## src/rtl/eightbit_ser_tx_if.sv

```systemverilog
// Byte handshake bundle for the serial transmitter.
// in_data/in_val from producer, in_rdy back from transmitter.
interface eightbit_ser_tx_if;
  logic [7:0] in_data;
  logic       in_val;
  logic       in_rdy;

  modport master (
    output in_data,
    output in_val,
    input  in_rdy
  );

  modport slave (
    input  in_data,
    input  in_val,
    output in_rdy
  );
endinterface

```

## src/rtl/eightbit_ser_tx.sv

```systemverilog
// 8N1 serial transmitter: start bit, 8 data LSB first, stop bit.
// Ports: clk, reset (async high), s (byte handshake), tx, busy.
module eightbit_ser_tx #(
  parameter int CLKS_PER_BIT = 4
) (
  input  logic             clk,
  input  logic             reset,
  eightbit_ser_tx_if.slave s,
  output logic             tx,
  output logic             busy
);

  typedef enum logic [1:0] {
    IDLE,
    START,
    DATA,
    STOP
  } state_t;

  localparam logic [7:0] CMAX = 8'(CLKS_PER_BIT - 1);

  state_t     state, state_d;
  logic [7:0] cnt, cnt_d;
  logic [2:0] idx, idx_d;
  logic [7:0] sh, sh_d;
  logic       tx_d;
  logic       bit_end;

  assign bit_end  = (cnt == CMAX);
  assign s.in_rdy = (state == IDLE);
  assign busy     = (state != IDLE);

  always_ff @(posedge clk or posedge reset) begin
    if (reset) begin
      state <= IDLE;
      cnt   <= '0;
      idx   <= '0;
      sh    <= '0;
      tx    <= 1'b1;
    end else begin
      state <= state_d;
      cnt   <= cnt_d;
      idx   <= idx_d;
      sh    <= sh_d;
      tx    <= tx_d;
    end
  end

  // tx is registered from the next-state value so
  // each bit appears on the line in its own first cycle.
  always_comb begin
    state_d = state;
    cnt_d   = bit_end ? 8'd0 : cnt + 8'd1;
    idx_d   = idx;
    sh_d    = sh;
    tx_d    = tx;
    unique case (1'b1)
      (state == IDLE): begin
        cnt_d = '0;
        idx_d = '0;
        tx_d  = 1'b1;
        if (s.in_val) begin
          state_d = START;
          sh_d    = s.in_data;
          tx_d    = 1'b0;
        end
      end
      (state == START): begin
        if (bit_end) begin
          state_d = DATA;
          tx_d    = sh[0];
        end
      end
      (state == DATA): begin
        if (bit_end) begin
          idx_d = idx + 3'd1;
          if (idx == 3'd7) begin
            state_d = STOP;
            tx_d    = 1'b1;
          end else begin
            sh_d = sh >> 1;
            tx_d = sh[1];
          end
        end
      end
      (state == STOP): begin
        tx_d = 1'b1;
        if (bit_end) begin
          state_d = IDLE;
        end
      end
      default: begin
        state_d = IDLE;
        tx_d    = 1'b1;
      end
    endcase
  end

`ifdef FORMAL
  always_comb begin
    if (!reset) begin
      if (state == IDLE || state == STOP) begin
        assert (tx);
      end
      assert (s.in_rdy == !busy);
      assert (cnt < 8'(CLKS_PER_BIT));
    end
  end

  always_ff @(posedge clk) begin
    if (!reset && idx_d != idx) begin
      assert (bit_end);
    end
  end
`endif

endmodule

```

## src/flat_wrapper.sv

```systemverilog
// flat-port wrapper written by rule: the top's interface ports become plain ports
module eightbit_ser_tx_flat 
#(
  parameter int CLKS_PER_BIT = 4
)
  (clk, reset, tx, busy, s_in_data, s_in_val, s_in_rdy);
  eightbit_ser_tx_if s_i ();
  input  logic clk;
  input  logic reset;
  output logic tx;
  output logic busy;
  input wire logic [$bits(s_i.in_data)-1:0] s_in_data;
  input wire logic [$bits(s_i.in_val)-1:0] s_in_val;
  output wire logic [$bits(s_i.in_rdy)-1:0] s_in_rdy;
  assign s_i.in_data = s_in_data;
  assign s_i.in_val = s_in_val;
  assign s_in_rdy = s_i.in_rdy;
  eightbit_ser_tx #(.CLKS_PER_BIT(CLKS_PER_BIT)) u_core (.clk(clk), .reset(reset), .s(s_i), .tx(tx), .busy(busy));
endmodule
```

## config.mk

```make
export PLATFORM = sky130hd
export DESIGN_NAME = eightbit_ser_tx_flat
export DESIGN_NICKNAME = d
export VERILOG_FILES = /design/src/rtl/eightbit_ser_tx_if.sv /design/src/rtl/eightbit_ser_tx.sv /design/src/flat_wrapper.sv
export SDC_FILE = /design/constraint.sdc
export NUM_CORES = 1
export LEC_CHECK = 0
export BUFFER_PORTS_ARGS = -buffer_cell sky130_fd_sc_hd__buf_2
export CORE_MARGIN = 8
export CORE_UTILIZATION = 56
export CTS_CLUSTER_DIAMETER = 80
export DETAILED_ROUTE_END_ITERATION = 16
export GPL_TIMING_DRIVEN = 0
export PLACE_DENSITY = 0.81
export REMOVE_ABC_BUFFERS = 1
export SLEW_MARGIN = 20
export SYNTH_ARGS = -nofsm -noshare
export SYNTH_HDL_FRONTEND = slang
export SYNTH_SLANG_ARGS = --single-unit
```

## constraint.sdc

```tcl
create_clock -name clk -period 2.1 [get_ports clk]
set_input_delay 0.21 -clock clk [delete_from_list [all_inputs] [get_ports clk]]
set_output_delay 0.21 -clock clk [all_outputs]
set_load 0.1 [all_outputs]
```

# After elaboration in Yosys (flattened, before gate mapping)
# Index checks and enable logic that the tools add are counted.
# W data, S select, Z words.
# word_totals
register_bits,22
in_bits,11
out_inout_bits,3
word_cells,44
# classes
addsub,2
n_eq_ne,11
muxes,19
n_reduce_logical,7
# ops
operator,n
$mux W8,5
$pmux W8 S2,1
$mux W2,5
$add A8 B1 Y8 const B,1
$eq A8 B2 Y1 const B,1
$pmux W2 S4,1
$ne A2 B1 Y1 const B,3
$ne A2 B2 Y1 const B,3
$pmux W3 S2,1
$reduce_and A5 Y1,1
$eq A2 B2 Y1 const B,2
$mux W1,4
$reduce_and A2 Y1,2
$reduce_and A4 Y1,1
$reduce_bool A2 Y1,2
$add A3 B1 Y3 const B,1
$eq A3 B3 Y1 const B,1
$mux W3,1
$pmux W1 S3,1
$eq A2 B1 Y1 const B,1
$logic_not A2 Y1,1

# Depth between registers and ports, before layout
# logic_depth
word_depth,4
mapped_depth,8
depth_no_buf,6

# Least setup slack after synthesis
# OpenSTA, ideal clock, no wires.
# synth_timing
path_kind,register to register
from,register u_core.state[0]
to,register u_core.cnt[2]
setup_time_ns,0.129
t_arrival_ns,2.525
t_required_ns,1.971
setup_slack_ns,-0.554
stages_incl_launch_ff,6
path_buffers,0
synth_period_minus_slack_ns,2.654
cell_sequence,dfrtp_1 > inv_1 > ha_1 > inv_1 > nand2_1 > nor2_1
# synth_between
elab_chain_cells,2
# synth_rtl
element,line_no,text
start: declaration,eightbit_ser_tx.sv:22,"state_t state, state_d;"
start signal: assignment,eightbit_ser_tx.sv:41,state <= state_d;
$logic_not A2 Y1,n/a,
named net s_in_rdy,flat_wrapper.sv:14,output wire logic [$bits(s_i.in_rdy)-1:0] s_in_rdy;
$mux W8,eightbit_ser_tx.sv:57,unique case (1'b1)
named net u_core.cnt_d[2],eightbit_ser_tx.sv:23,"logic [7:0] cnt, cnt_d;"
end signal: assignment,eightbit_ser_tx.sv:42,cnt <= cnt_d;
end: declaration,eightbit_ser_tx.sv:23,
# The timed path passes the listed nets, and every way through them passes these cells.
# A chain may end at the register's enable or synchronous reset.

# Worst setup path in the final report
# layout_timing
from,register u_core.state[0]
to,output port s_in_rdy
# layout_between
elab_chain_cells,1
# layout_rtl
element,line_no,text
$logic_not A2 Y1,eightbit_ser_tx.sv:30,assign s.in_rdy = (state == IDLE);
end: declaration,flat_wrapper.sv:14,
# No other way between the ends.

==> flow_metrics.py <==
metrics = {
    "placed_design": {
        "place_congestion": 0.823,
        "placed_area_um2": 1260,
        "dp_slack_ns": -0.279,
        "dp_hpwl_um": 1570,
        "port_buffers": 13,
    },
    "clock_network": {
        "clock-sinks": 22,
        "clockBufferDepth": 2,
        "numCtsBuffers": 3,
        "clk_latency_ns": 0.30,
        "clk_pin_slew_ns": 0.12,
        "cts_max_level": 1,
        "cts_tree": "done",
        "cts-root-buf": "clkbuf_4",
        "holdBufCountCts": 0,
    },
    "floorplan": {
        "io_pins": 14,
        "num_rows": 16,
        "fp.dieH_um": 61.7,
        "start_util_pct": 59.6,
        "core_region_area_um2": 1960,
        "dieArea_um2": 3810,
        "die_width_um": 61.7,
    },
    "cells_and_area": {
        "area_growth_pct": 13.4,
        "diodes": 0,
        "fin_area_um2": 1330,
        "drive_gt1_share_pct": 20.2,
        "final_nets": 144,
    },
    "routing": {
        "avgRoutedWirePerCell_um": 13.8,
        "first_pass_iters": 4,
        "ant_nets": 0,
        "wirelength_um": 2080,
        "via_count": 848,
        "drc": 0,
        "routed_via_density": 5.62,
        "drt_iter0_drc": 17,
    },
    "power": {
        "leakagePower_nw": 0.604,
        "finalPower_mw": 2.01,
        "power_density_nw_per_um2": 1510,
        "ir_drop_v": 0.000988,
    },
    "synth": {
        "synth_edf_count": 0,
        "synth_mux_area_share_pct": 1.82,
        "postSynthAreaPerCell_um2": 10.6,
        "netlist_top_cells_area": "dfrtp_1 45%, ha_1 8.6%, o221a_1 6.7%",
        "netlist_area_um2": 1170,
        "yosys.area_share.simple_pct": 21.8,
        "ys_top_cells_by_count": "21 x dfrtp_1, 12 x nor2_1, 9 x or3_1, 8 x ha_1",
        "synthDominantCellAreaShare_pct": 44.9,
        "synth_compound_area_share_pct": 12.7,
        "synth_cell_types": 28,
        "ys_seq_area_share_pct": 47.2,
        "synth_warnings": 0,
        "synth_fa_ha_area_share_pct": 8.56,
        "synthMostInstantiatedCell": "dfrtp_1",
        "synth_top_family_by_area": "simple AND/OR/NAND/NOR gates",
        "synth_cells": 110,
        "synth-seq-cells": 22,
        "synth_flop_cell": "dfrtp_1",
        "synth_top_cell_by_area": "dfrtp_1",
        "synthXorXnorAreaFrac_pct": 5.24,
        "async_flop_share_pct": 100,
    },
    "global_routing": {
        "grt_pass1_wl_um": 3830,
        "grt_usage_pct": 13.2,
        "antenna_found_initial": 0,
        "grt_max_degree": 23,
        "grt_pass1_vias": 878,
        "overflow": 0,
    },
    "worst_hold_path": {
        "holdCritPathClass": "in -> async",
    },
    "sta": {
        "worst_slew_pin_slew_ns": 0.790,
        "rsz0062_at_grt": "false",
        "fin_crit_sh_pct": 92.8,
        "setup-tns-final_ns": 0,
        "finClkSkew_ns": 0.00330,
        "fmax_mhz": 513,
        "min_period_ns": 1.95,
        "maxSlewHeadroom_pct": 47.3,
        "finalMaxSlewViolations": 0,
        "layout_setup_ws_ns": 0.152,
        "hold_viol": 0,
        "setup_viol": 0,
    },
    "critical_path": {
        "cp_max_fo": 5,
        "cp.arrival_ns": 1.74,
        "critPathKind": "reg -> out",
        "cp-end-kind": "primary output",
        "cp-start-kind": "register",
        "required_ns": 1.89,
    },
    "flow_run": {
        "cap_violations": 0,
    },
    "outcome": {
        "outcome": "finished, final reports clean",
    },
}
critical path, stage by stage, from the launching register on:
cell,delay (ns)
dfrtp_1,0.45
inv_1,0.14
ha_1,0.35
buf_2,0.49
logic make-up after synthesis:
family          Yosys count
simple gates             45
flops                    22
compound gates           18
buf+inv                   8
fa+ha+maj                 8
xor+xnor                  7
mux                       2
flip-flops by register name (all words and copies together) (netlist names):
signal	flops
u_core.cnt	8
u_core.idx	3
u_core.sh	8
u_core.state	2
u_core.tx	1
path summary, 6_finish.rpt:
kind                       slack [ns]            end  cells after the start             from
max                              0.15       s_in_rdy                      3  u_core.state[0]
min                              0.03   u_core.sh[3]                      2            reset
max reg2reg                      0.15   u_core.sh[4]                      5  u_core.state[0]
min reg2reg                      0.47  u_core.cnt[0]                      1    u_core.cnt[0]
max in group asynchronous        1.58  u_core.cnt[2]                      2            reset
min in group clk                 0.14   u_core.sh[7]                      3     s_in_data[7]
final cells by class:
class | count | area, um^2
Timing Repair Buffer | 13 | 65.1
Tap cell | 27 | 33.8
Multi-Input combinational cell | 80 | 621
Sequential cell | 22 | 552
Clock buffer | 4 | 36.3
Fill cell | 170 | 636
Inverter | 5 | 18.8
stage by stage:
stage	util, %	instances	hold slack (ns)
final	67.6	151	0.0346
after detailed placement	64.0	147	0.404
after global placement	64.0	147	0.401
after floorplan	-	107	0.198
after CTS	66.7	151	0.0543
after global routing	67.6	151	0.104
cells in the final DEF (no fill, tap or decap):
| master | Yosys | routed |
|---|---|---|
| a21o_1 | 1 | 1 |
| a21oi_1 | 4 | 3 |
| a21oi_2 | 0 | 1 |
| a22o_1 | 1 | 1 |
| a2bb2oi_1 | 1 | 1 |
| a32o_1 | 1 | 1 |
| and3_1 | 3 | 3 |
| and4_1 | 1 | 1 |
| buf_2 | 1 | 13 |
| clkbuf_4 | 0 | 3 |
| clkbuf_8 | 0 | 1 |
| dfrtp_1 | 21 | 21 |
| dfstp_2 | 1 | 1 |
| ha_1 | 8 | 7 |
| ha_4 | 0 | 1 |
| inv_1 | 5 | 5 |
| mux2_2 | 1 | 1 |
| mux2i_4 | 0 | 1 |
| nand2_1 | 7 | 7 |
| nand2b_1 | 2 | 2 |
| nand3_1 | 7 | 7 |
| nand3_4 | 1 | 1 |
| nand4b_1 | 1 | 1 |
| nor2_1 | 12 | 12 |
| nor3_1 | 1 | 1 |
| nor4_4 | 1 | 1 |
| o21ai_0 | 3 | 3 |
| o221a_1 | 7 | 7 |
| or3_1 | 9 | 8 |
| or3_4 | 0 | 1 |
| xnor2_1 | 4 | 4 |
| xor2_1 | 3 | 3 |
where the power goes:
group          leakage [nW]  switching (mW)  internal (mW)
registers             0.273           0.119          0.580
logic                 0.310           0.677          0.404
clock network        0.0210           0.122          0.106
per-layer routing:
layer | vias to the layer above | track usage, % | share of wire [%]
met5 | - | 0 | 0
met4 | 0 | 2.92 | 0.67
met3 | 2 | 4.32 | 4.6
met2 | 10 | 22.5 | 51
met1 | 410 | 15.8 | 44
li1 | 426 | - | -
repair_timing:
action / 4_1_cts / 5_1_grt
buffers inserted: 0 / 0
endpoints found under the setup margin: 8 / 7
resized for setup: 3 / 3
No activity file was read; power rests on OpenSTA's default activity.
